**config.mk**
```make
export PLATFORM = sky130hd
export DESIGN_NAME = fetch_stage
export DESIGN_NICKNAME = d
export VERILOG_FILES = /design/src/rtl/fetch_stage.sv
export SDC_FILE = /design/constraint.sdc
export NUM_CORES = 1
export LEC_CHECK = 0
export BUFFER_PORTS_ARGS = -buffer_cell sky130_fd_sc_hd__buf_2
export CAP_MARGIN = 10
export CORE_ASPECT_RATIO = 0.9
export CORE_MARGIN = 3
export CORE_UTILIZATION = 40
export DETAILED_ROUTE_END_ITERATION = 12
export GPL_ROUTABILITY_DRIVEN = 0
export HOLD_SLACK_MARGIN = 0.15
export PLACE_DENSITY = 0.73
export SLEW_MARGIN = 40
export SYNTH_ARGS = -nofsm -noshare
export SYNTH_HDL_FRONTEND = slang
export SYNTH_SLANG_ARGS = --single-unit
```
**constraint.sdc**
```tcl
create_clock -name clk -period 1.9 [get_ports clk]
set_input_delay 0.19 -clock clk [delete_from_list [all_inputs] [get_ports clk]]
set_output_delay 0.19 -clock clk [all_outputs]
set_load 0.03 [all_outputs]
```
**src/rtl/fetch_stage.sv**
```systemverilog
// ---------------------------------------------------------------------------
// fetch_stage
//
// Instruction fetch stage of the pipeline. Holds the program counter, drives
// the instruction memory address straight from the PC register, and loads
// the IF/ID pipeline register with the fetched word, its PC+4 and a kill
// flag. Load-use stalls and taken branches both turn the IF/ID load into a
// bubble (NOP with kill set). A TRAP instruction (opcode 6'h11) halts the
// fetch FSM until reset.
//
// Parameters:
//   RESET_PC            PC value loaded on reset
//
// Ports:
//   clk                 single clock, all state updates on the rising edge
//   reset               synchronous, active-high reset
//   imem_addr           instruction memory address (the PC register)
//   imem_data           instruction word read combinationally at imem_addr
//                       (bit 0 = MSB numbering, opcode in the top 6 bits)
//   stall               load-use bubble request from decode control
//   branch_taken        decode resolved a taken jump/branch
//   branch_target       redirect PC, valid when branch_taken is high
//   if_id_instr         IF/ID instruction register
//   if_id_pc_plus_four  IF/ID PC+4 register
//   if_id_kill          IF/ID kill flag (decode should_be_killed)
//   halted              fetch FSM is in HALTED
//   fetch_count         number of valid IF/ID loads
//   bubble_count        number of stall/branch bubbles
//
// Configuration macro:
//   FETCH_PERF_CNT_EN   when defined, fetch_count and bubble_count are real
//                       wrapping 32-bit counters; otherwise both ports are
//                       tied to zero and no counter registers exist.
// ---------------------------------------------------------------------------
module fetch_stage #(
    parameter logic [31:0] RESET_PC = 32'h0000_0000
) (
    input  logic        clk,
    input  logic        reset,
    output logic [31:0] imem_addr,
    input  logic [31:0] imem_data,
    input  logic        stall,
    input  logic        branch_taken,
    input  logic [31:0] branch_target,
    output logic [31:0] if_id_instr,
    output logic [31:0] if_id_pc_plus_four,
    output logic        if_id_kill,
    output logic        halted,
    output logic [31:0] fetch_count,
    output logic [31:0] bubble_count
);

    typedef enum logic {
        RUN    = 1'b0,
        HALTED = 1'b1
    } fetch_state_t;

    localparam logic [31:0] NOP_INSTR   = 32'h0000_0015;
    localparam logic [5:0]  TRAP_OPCODE = 6'h11;

    fetch_state_t state;
    logic [31:0]  pc;
    logic [31:0]  pc_plus_four;
    logic         is_trap;
    logic         normal_fetch;
    logic         bubble_insert;

    // Bit 0 is the MSB in the instruction numbering, so opcode [0:5] is the
    // top six bits of the word.
    always_comb begin
        pc_plus_four  = pc + 32'd4;
        is_trap       = (imem_data[31:26] == TRAP_OPCODE);
        normal_fetch  = (state == RUN) && !branch_taken && !stall;
        bubble_insert = (state == RUN) && (branch_taken || stall);
    end

    // The memory address is the PC register itself, so it can only move on
    // a clock edge and never follows the inputs combinationally.
    assign imem_addr = pc;
    assign halted    = (state == HALTED);

    // Fetch FSM, PC and IF/ID register. In RUN a taken branch beats a stall,
    // which beats a normal fetch. A branch squashes whatever was fetched this
    // cycle and redirects to the word-aligned target. A stall keeps the PC so
    // the same address is fetched again next cycle. A TRAP is still passed to
    // decode un-killed; only the fetches after it are frozen. In HALTED the
    // PC stays put and IF/ID keeps receiving bubbles until reset.
    always_ff @(posedge clk) begin
        if (reset) begin
            state              <= RUN;
            pc                 <= RESET_PC;
            if_id_instr        <= NOP_INSTR;
            if_id_pc_plus_four <= 32'h0000_0000;
            if_id_kill         <= 1'b1;
        end else begin
            case (state)
                RUN: begin
                    if (branch_taken) begin
                        pc          <= {branch_target[31:2], 2'b00};
                        if_id_instr <= NOP_INSTR;
                        if_id_kill  <= 1'b1;
                    end else if (stall) begin
                        if_id_instr <= NOP_INSTR;
                        if_id_kill  <= 1'b1;
                    end else begin
                        pc                 <= pc_plus_four;
                        if_id_instr        <= imem_data;
                        if_id_pc_plus_four <= pc_plus_four;
                        if_id_kill         <= 1'b0;
                        if (is_trap) begin
                            state <= HALTED;
                        end
                    end
                end
                HALTED: begin
                    if_id_instr <= NOP_INSTR;
                    if_id_kill  <= 1'b1;
                end
                default: begin
                    state <= RUN;
                end
            endcase
        end
    end

`ifdef FETCH_PERF_CNT_EN
    logic [31:0] fetch_count_q;
    logic [31:0] bubble_count_q;

    // Performance counters. Only bubbles caused by a stall or branch in RUN
    // are counted; reset bubbles and the HALTED filler are not. Both wrap.
    always_ff @(posedge clk) begin
        if (reset) begin
            fetch_count_q  <= 32'h0000_0000;
            bubble_count_q <= 32'h0000_0000;
        end else begin
            if (normal_fetch) begin
                fetch_count_q <= fetch_count_q + 32'd1;
            end
            if (bubble_insert) begin
                bubble_count_q <= bubble_count_q + 32'd1;
            end
        end
    end

    assign fetch_count  = fetch_count_q;
    assign bubble_count = bubble_count_q;
`else
    // Counters compiled out: the strobes have no consumer, the ports read 0.
    logic unused_strobes;
    assign unused_strobes = normal_fetch ^ bubble_insert;
    assign fetch_count    = 32'h0000_0000;
    assign bubble_count   = 32'h0000_0000;
`endif

endmodule

```
# Yosys cells after proc, flatten, opt, wreduce, memory -nomap -nowiden
# Index checks and enable logic that the tools add are counted.
[totals]
word_cells = 25
register_bits = 98
[classes]
n_mux = 12
bitwise = 3
reduce_logical = 2
addsub = 1
eq_ne = 2
[ops]
columns = ["op", "count"]
rows = [
  ["two-way mux 32 bit", 4],
  ["one-hot mux 32 bit (2 select lines)", 1],
  ["adder 32 x 3 -> 32 bit, second input constant", 1],
  ["== test 6 x 5 -> 1 bit, second input constant", 1],
  ["two-way mux 1 bit", 6],
  ["NOT 1 bit", 3],
  ["AND reduction 3 bit", 1],
  ["inequality test 2 x 1 -> 1 bit, second input constant", 1],
  ["one-hot mux 1 bit (2 select lines)", 1],
  ["AND reduction 2 bit", 1],
]

# Logic depth before layout (Yosys ltp)
# Gate-level depths: netlist (run 1).
[depth]
depth_word = 5
depth_mapped = 7
depth_no_buf = 5

# Worst setup path after synthesis (run 1)
# OpenSTA, ideal clock, no wires.
[synth_path]
kind = "register -> register"
from = "register pc[2], in the netlist imem_addr[2]"
to = "register pc[22], in the netlist imem_addr[22]"
n_path_buf = 1
synth_period_minus_slack_ns = 2.281
setup_ns = 0.079
arrival_time_ns = 2.202
path_stages_with_launch = 7
slack_ns = -0.381
t_required_ns = 1.821
path_cell_list = "dfxtp_1 ha_1 nand3_1 or4_1 buf_2 or4_4 o211ai_1"
[synth_between]
elab_chain_cells = 3
[synth_lines]
columns = ["element", "line_no", "text"]
rows = [
  ["start, declared", "62", "logic [31:0] pc;"],
  ["start signal, assigned", "99", "pc <= {branch_target[31:2], 2'b00};"],
  ["start signal, assigned", "106", "pc <= pc_plus_four;"],
  ["adder 32 x 3 -> 32 bit", "71", "pc_plus_four = pc + 32'd4;"],
  ["two-way mux 32 bit", "102", "end else if (stall) begin"],
  ["two-way mux 32 bit", "98", "if (branch_taken) begin"],
]
# No other way between the ends. The select of a mux whose other input is x is not followed.
# A chain may end at the register's enable or synchronous reset.

# Worst setup path after layout (run 1)
# Same ends and word-level chain as after synthesis.

==> results of run 1 <==
-- stage by stage --
stage | setup WS [ns] | power, mW | TNS (ns)
after detailed placement | -0.0754 | 3.22 | -0.208
final | 0.0183 | 5.02 | 0
after CTS | 0.00548 | 5.06 | 0
after global routing | -0.0685 | 5.25 | -0.139
after global placement | -0.0593 | 3.21 | -0.105
after floorplan | -0.0903 | 3.02 | -0.160
-- worst paths after layout --
check | slack [ns] | end | depth (start not counted)
setup reg to reg | 0.02 | imem_addr[22] | 5
hold reg to reg | 0.45 | if_id_pc_plus_four[3] | 2
hold / removal | 0.17 | imem_addr[22] | 3
setup / recovery | 0.02 | imem_addr[22] | 5
-- worst max-delay path, stage by stage (launching register included) --
cell and delay [ns]:
dfxtp_4 0.36, ha_4 0.13, nand3_2 0.16, or4_4 0.54, or4_4 0.53, o211ai_1 0.09
-- sequential cells by signal (all words and copies together) (netlist names) --
register,flops
if_id_kill,1
if_id_instr,32
if_id_pc_plus_four,30
halted,1
imem_addr,30
-- power groups by stage --
stage                     sequential (mW)  combinational, mW  clock (mW)
after floorplan                      2.39              0.631           0
after global placement               2.19               1.03           0
after detailed placement             2.19               1.03           0
after CTS                            2.15               1.09        1.82
after global routing                 2.16               1.18        1.91
final                                2.15               1.10        1.77
-- final cells by class --
cell class | count | area share
inverters | 7 | 0.00385
clock buffers | 9 | 0.0330
clock inverters | 7 | 0.00917
well taps | 160 | 0.0293
multi-input cells | 443 | 0.400
repair buffers | 256 | 0.241
flip-flops and latches | 94 | 0.283
-- logic make-up (layout without fill, tap and decap cells) --
group | count (synthesis) | count (layout) | share of synthesized area
adders and majority gates | 1 | 1 | 0.00248
other | 1 | 68 | 0.000745
DFF | 94 | 94 | 0.374
and+or+nand+nor | 198 | 198 | 0.226
muxes | 10 | 10 | 0.0214
xor gates and xnor gates | 10 | 10 | 0.0174
AOI/OAI and AO/OA | 156 | 156 | 0.205
buffers and inverters | 135 | 279 | 0.154
-- synth_stat cells (all sizes together) (3+ instances only) --
library cell  count  share of area
a211oi           12          0.018
a21oi            30          0.030
a2bb2oi           7          0.012
a311oi            9          0.016
a31oi            14          0.017
a32o              4         0.0080
and3             29          0.036
and4              7          0.012
buf              81           0.11
clkbuf           47          0.035
dfxtp            94           0.37
inv               5         0.0037
mux2              6          0.013
mux2i             4         0.0080
nand2            28          0.021
nand3            24          0.024
nand4            18          0.028
nor2             27          0.020
nor2b             3         0.0037
nor3             16          0.016
nor3b             3         0.0045
nor4             11          0.015
nor4b             3         0.0052
o211ai            5         0.0075
o21ai            36          0.036
o22ai             7         0.0087
o31a              4         0.0070
o31ai            11          0.016
o41ai             3         0.0052
or3              10          0.012
or4              12          0.019
xnor2             6          0.010
xor2              4         0.0070
-- routing by layer --
layer,vias up,routed length [µm],global-route usage
met5,-,0,0
met4,0,234,0.0745
met3,21,1530,0.0580
met2,280,7500,0.359
met1,2402,7000,0.299
li1,2535,-,-
-- what timing repair did --
action / 4_1_cts / 5_1_grt
gates cloned: 0 / 0
gates resized for setup: 2 / 11
hold buffers: 33 / 0
setup endpoints to repair: 5 / 18
hold endpoints to repair: 34 / 0
pin swaps: 0 / 4
==> impl_metrics.yaml, run 1 <==
drt:
  drc: 0
  first_pass_iters: 5
  drt_iter0_drc: 488
  drt-total-wl_mm: 16.3
  final_antenna_net_count: 0
  viasPerCell: 5.37
  post_drt_wl_per_cell_um: 16.7
  num_vias: 5238
cts:
  clockBufferDepth: 2
  clock_sinks: 94
  clock-root-buffer: "clkbuf_16"
  clkTransAtPathRegs_ns: 0.07
  clk_latency_ns: 0.35
  postCtsSetupBuffers: 0
  h-tree-depth: 3
  cts_tree: "built"
  cts_buffers: 9
timing:
  period_share: 0.990
  holdWs_ns: 0.168
  fmax_mhz: 531
  setup_viol: 0
  hold_viol: 0
  min_period_ns: 1.88
  fin_skew_ns: 0.00933
  slew_viol_final: 0
  rsz0062_at_grt: "true"
finish:
  instances_no_fill: 976
  final_cell_mix: "buf_2 (159), dfxtp_1 (72), conb_1 (68), buf_4 (61), o21ai_0 (36)"
  syn_to_final_growth_pct: 35.5
  register_area_um2: 1930
  nets: 880
  stdcell_area_um2: 6820
  num_antenna_cells: 0
  n_fill_cell: 1161
  multiInputGateArea_um2: 2730
  layout_commonest_cell: "buf_2"
  utilization: 0.560
  drive_gt1_frac: 0.353
logic_synthesis:
  seq_area_frac_synth: 0.374
  ys_ff_latch: 94
  synth_edf_count: 0
  synthDistinctLibCells: 58
  synthesis.area_um2: 5040
  syn_area_per_cell_um2: 8.32
  yosysWarningCount: 0
  synthFlopType: "dfxtp_1"
  ys_async_sr_fraction: 0
  synthCells: 605
min_path:
  hold_path.class: "input pin to flip-flop"
  holdCritStartpoint: "branch_target[22]"
power_and_ir_drop:
  combPwrFrac: 0.219
  seqPwrFrac: 0.428
  power.share.clock: 0.353
  ir_drop_v: 0.000433
  internal_power_mw: 3.35
  p_sw_mw: 1.67
  power_density_nw_per_um2: 736
  p_leak_nw: 3.06
  p_sw_frac: 0.333
placed_design:
  dpl-instance-area_um2: 6150
  io_buffers: 159
  hpwl_mm: 11.4
  placedCellCount: 927
floorplan:
  coreArea_um2: 12200
  start_util: 0.414
  rows: 38
  die_area_um2: 14000
  die_x_um: 124
  io_pins: 230
  die_h_um: 112
job:
  maxCapViolations: 0
global_route:
  grtUsageTotal: 0.225
  grt-ovfl-total: 0
  grt_pass1_wl_mm: 25.7
  grt_max_degree: 61
  antenna_found_initial: 0
  first_global_vias: 4855
critical_path:
  arrival_ns: 2.16
  critPathKind: "flip-flop to flip-flop"
  start_kind: "flip-flop"
  worstPathRequired_ns: 2.17
  cp-startpoint: "imem_addr[2]"
  cp_max_fo: 6
  endpoint_kind: "flip-flop"
  timing.rr.start: "imem_addr[2]"
status:
  status: "completed"
Power figures use the tool's default switching activity.
==> inputs of run 2 (changes only) <==
--- a/config.mk
+++ b/config.mk
@@ -11,9 +11,9 @@
 export CORE_MARGIN = 3
 export CORE_UTILIZATION = 40
 export DETAILED_ROUTE_END_ITERATION = 12
-export GPL_ROUTABILITY_DRIVEN = 0
 export HOLD_SLACK_MARGIN = 0.15
 export PLACE_DENSITY = 0.73
+export RECOVER_POWER = 25
 export SLEW_MARGIN = 40
 export SYNTH_ARGS = -nofsm -noshare
 export SYNTH_HDL_FRONTEND = slang
==> run 2 against run 1 <==
  * Fmax grew 0.16%
  * Highest routed layer unchanged
  * Sequential share of layout area up 0.24 points
  * Clock power about the same
==> impl_metrics.yaml, run 2 (synthesis gave the netlist of run 1 again) <==
drt:
  first_pass_iters: 5
  drc: 0
  post_drt_wl_per_cell_um: 16.7
  final_antenna_net_count: 0
  viasPerCell: 5.37
  drt-total-wl_mm: 16.3
  num_vias: 5239
  drt_iter0_drc: 481
global_route:
  grtUsageTotal: 0.225
  first_global_vias: 4855
  grt-busiest-layer: "met2"
  grt_pass1_wl_mm: 25.7
  grtUsageMet1: 0.299
  grt_max_degree: 61
  grtUsageMet3: 0.0580
  grt_util_met2: 0.359
  antenna_found_initial: 0
  grt-ovfl-total: 0
timing:
  rsz0062_at_grt: "true"
  hold_viol: 0
  slew_viol_final: 0
  layout_setup_ws_ns: 0.0213
  fmax_mhz: 532
  setup_viol: 0
  period_share: 0.989
  fin_skew_ns: 0.00739
  min_period_ns: 1.88
critical_path:
  critPathKind: "flip-flop to flip-flop"
  timing.rr.start: "imem_addr[2]"
  endpoint_kind: "flip-flop"
  cp-startpoint: "imem_addr[2]"
  arrival_ns: 2.16
  endpoint: "imem_addr[22]"
  r2r_cells: 5
  start_kind: "flip-flop"
  r2r-end: "imem_addr[22]"
  worstPathRequired_ns: 2.18
  r2r_slack_ns: 0.02
  cp_max_fo: 6
floorplan:
  start_util: 0.414
  rows: 38
  coreArea_um2: 12200
  die_h_um: 112
  die_area_um2: 14000
  io_pins: 230
  die_x_um: 124
finish:
  drive_gt1_frac: 0.298
  layout_commonest_cell: "buf_2"
  regMostFlops: "if_id_instr"
  nets: 880
  n_fill_cell: 1193
  syn_to_final_growth_pct: 34.3
  num_antenna_cells: 0
  final_cell_mix: "buf_2 (114), dfxtp_1 (72), conb_1 (68), buf_4 (61), clkbuf_1 (45)"
  largest_reg_flops: 32
  stdcell_area_um2: 6770
  register_area_um2: 1930
  multiInputGateArea_um2: 2730
power_and_ir_drop:
  power_density_nw_per_um2: 742
  p_leak_nw: 2.88
  ir_drop_v: 0.000438
cts:
  clock-root-buffer: "clkbuf_16"
  clockBufferDepth: 2
  cts_tree: "built"
  clock_sinks: 94
  h-tree-depth: 3
  clk_latency_ns: 0.35
  clkTransAtPathRegs_ns: 0.07
  cts_buffers: 9
placed_design:
  dpl-instance-area_um2: 6150
  globalplace.congestion: 0.862
  hpwl_mm: 11.4
  io_buffers: 159
  post-place-ws_ns: -0.0754
min_path:
  hold_path.class: "input pin to flip-flop"
status:
  status: "completed"
job:
  maxCapViolations: 0
[run 2: changes by cell type in the layout (fill, tap and decap cells not counted), sizes merged]
cell    change
clkbuf     +45
buf        -45
[run 2: worst min-delay path by stage]
stage,from,end,slack [ns],cells after the start
after detailed placement,imem_data[4],if_id_instr[4],0.38,2
final,branch_target[22],imem_addr[22],0.17,3
after global placement,imem_data[2],if_id_instr[2],0.38,2
after global routing,branch_target[11],imem_addr[11],0.19,4
after floorplan,imem_data[0],if_id_instr[0],0.29,1
after CTS,branch_target[22],imem_addr[22],0.16,3
[run 2: where the power goes]
| part | internal (mW) | leakage, nW | total (mW) | switching [mW] |
|---|---|---|---|---|
| registers | 2.07 | 0.782 | 2.15 | 0.0799 |
| clock network | 0.921 | 0.145 | 1.78 | 0.857 |
| logic | 0.349 | 1.96 | 1.09 | 0.741 |
[run 2: timing repair]
action                                  CTS  global route
pin swaps                                 0             4
buffers inserted                          0             0
hold endpoints to repair                 34             0
gates resized for setup                   2            11
hold buffers                             33             0
endpoints found under the setup margin    5            18
[run 2: final cells by class]
| cell class | instances | area share |
|---|---|---|
| flip-flops and latches | 94 | 0.286 |
| multi-input cells | 443 | 0.404 |
| clock buffers | 9 | 0.0333 |
| repair buffers | 256 | 0.235 |
| inverters | 7 | 0.00388 |
| well taps | 160 | 0.0296 |
| clock inverters | 7 | 0.00925 |
[run 2: layer usage]
layer | part of all wire | vias up
li1 | - | 2527
met1 | 0.43 | 2413
met2 | 0.46 | 276
met3 | 0.097 | 23
met4 | 0.017 | 0
met5 | 0 | -
[run 2: stage by stage]
stage | power, mW | util | TNS, ns | hold WS (ns) | std cells
floorplan | 3.02 | - | -0.160 | 0.292 | 672
global placement | 3.21 | 0.505 | -0.105 | 0.381 | 927
detailed placement | 3.22 | 0.505 | -0.208 | 0.381 | 927
CTS | 5.06 | 0.557 | 0 | 0.158 | 976
global route | 5.24 | 0.556 | -0.139 | 0.187 | 976
finish | 5.02 | 0.556 | 0 | 0.169 | 976
[run 2: critical path: stages, from the launching register on]
cell and delay (ns):
dfxtp_4 0.36, ha_4 0.13, nand3_2 0.16, or4_4 0.54, or4_4 0.53, o211ai_1 0.09
==> inputs of run 3 (changes only) <==
--- a/config.mk
+++ b/config.mk
@@ -14,6 +14,7 @@
 export HOLD_SLACK_MARGIN = 0.15
 export PLACE_DENSITY = 0.73
 export RECOVER_POWER = 25
+export SETUP_SLACK_MARGIN = 0.5
 export SLEW_MARGIN = 40
 export SYNTH_ARGS = -nofsm -noshare
 export SYNTH_HDL_FRONTEND = slang
==> run 3 against run 2 <==
  * Sequential power barely moved
  * Largest power group unchanged
  * Fmax is 1.9% higher
  * Sequential share of layout area fell by 3.9 points
  * Wire length is 27% higher
  * Power rose by 5.0%
  * Critical path depth is 4 higher
  * Global-route usage is 2.0 points higher
  * Count of clock-buffer cells in the layout unchanged
  * Clock power is 4% higher
  * Highest routed layer unchanged
==> impl_metrics.yaml, run 3 (synthesis gave the netlist of run 1 again) <==
status:
  status: "completed"
finish:
  regMostFlops: "if_id_instr"
  drive_gt1_frac: 0.426
  final_cell_mix: "buf_2 (115), buf_4 (82), conb_1 (68), dfxtp_1 (67), clkbuf_1 (45)"
  nets: 941
  largest_reg_flops: 32
  n_fill_cell: 928
  layout_commonest_cell: "buf_2"
  syn_to_final_growth_pct: 58.7
  instances_no_fill: 1037
  num_antenna_cells: 0
critical_path:
  cp_top_family: "buffers and inverters"
  r2r_slack_ns: 0.06
  timing.critical_path.buf_inv: 4
  max_stage_delay_ns: 0.37
  arrival_ns: 2.08
  crit_chain: "ha_4, nand3_4, buf_6, buf_6, buf_6, nor2_4, buf_6, nand3_2, o311ai_1"
  worstPathRequired_ns: 2.14
  critPathKind: "flip-flop to flip-flop"
  endpoint_kind: "flip-flop"
  cp_max_fo: 5
  start_kind: "flip-flop"
  crit_top_cell: "buf_6"
  slowest_stage: "dfxtp_4"
timing:
  fmax_mhz: 542
  holdWs_ns: 0.166
  slew_viol_final: 0
  tns_ns: 0
  rsz0062_at_grt: "true"
  setup_viol: 0
  period_share: 0.970
  fin_skew_ns: 0.0136
  hold_viol: 0
  min_period_ns: 1.84
min_path:
  hold_path.class: "input pin to flip-flop"
cts:
  clkTransAtPathRegs_ns: 0.07
  h-tree-depth: 3
  cts_tree: "built"
  clock-root-buffer: "clkbuf_16"
  cts_buffers: 9
  clockBufferDepth: 2
  clock_sinks: 94
  clk_latency_ns: 0.36
global_route:
  grt-ovfl-total: 0
  antenna_found_initial: 0
  first_global_vias: 5413
  grt_max_degree: 55
  grtUsageTotal: 0.245
  grt_pass1_wl_mm: 28.2
job:
  maxCapViolations: 0
floorplan:
  rows: 38
  die_x_um: 124
  coreArea_um2: 12200
  start_util: 0.414
  die_area_um2: 14000
  io_pins: 230
  die_h_um: 112
power_and_ir_drop:
  p_leak_nw: 3.48
  power_density_nw_per_um2: 659
  ir_drop_v: 0.000447
drt:
  first_pass_iters: 5
  drc: 0
  post_drt_wl_per_cell_um: 20.1
  viasPerCell: 5.83
  final_antenna_net_count: 0
  num_vias: 6047
  drt_iter0_drc: 741
  drt-total-wl_mm: 20.8
placed_design:
  hpwl_mm: 11.7
  globalplace.congestion: 0.872
  placedCellCount: 907
  io_buffers: 159
## run 3: layout make-up
cell class	instances	area (µm²)	area share
Timing Repair Buffer	317	2220	0.277
Tap cell	160	200	0.0250
Inverter	7	30.0	0.00376
Multi-Input combinational cell	443	3270	0.409
Clock inverter	7	77.6	0.00971
Clock buffer	9	225	0.0282
Sequential cell	94	1970	0.247
## run 3: report_power, final
part           internal (mW)  switching, mW  total, mW
Clock                  0.940          0.925       1.86
Combinational          0.422          0.808       1.23
Sequential              2.06          0.111       2.17
## run 3: per-layer routing
metal / track usage / wire (µm)
met5: 0 / 0
met4: 0.0745 / 1060
met3: 0.0514 / 2130
met2: 0.426 / 9820
met1: 0.308 / 7790
## run 3: final timing paths
path,startpoint,to,cells past startpoint
max,imem_addr[2],imem_addr[16],9
min,branch_target[22],imem_addr[22],3
max reg2reg,imem_addr[2],imem_addr[16],9
min reg2reg,if_id_pc_plus_four[3],if_id_pc_plus_four[3],2
## run 3: per-stage QoR
stage          cell area, µm²  utilization  power, mW  setup slack, ns
2_1_floorplan            5690            -       3.03           0.0170
5_1_grt                  7990        0.657       5.41           0.0233
3_3_place_gp             6120        0.502       3.18           0.0863
3_5_place_dp             6120        0.502       3.20           0.0475
4_1_cts                  7320        0.602       5.10            0.109
6_report                 7990        0.657       5.27           0.0563
## run 3: what timing repair did
action	in CTS	in global routing
hold buffers	34	0
gates resized for setup	52	99
cloned	0	2
setup endpoints to repair	56	65
pin swaps	40	75
setup buffers	42	36
endpoints found under the hold margin	33	0
## run 3: worst register-to-register path, cell delays in order, from the launching register on
cell and delay (ns):
dfxtp_4 0.37, ha_4 0.16, nand3_4 0.09, buf_6 0.13, buf_6 0.11, buf_6 0.13, nor2_4 0.23, buf_6 0.14
nand3_2 0.07, o311ai_1 0.29
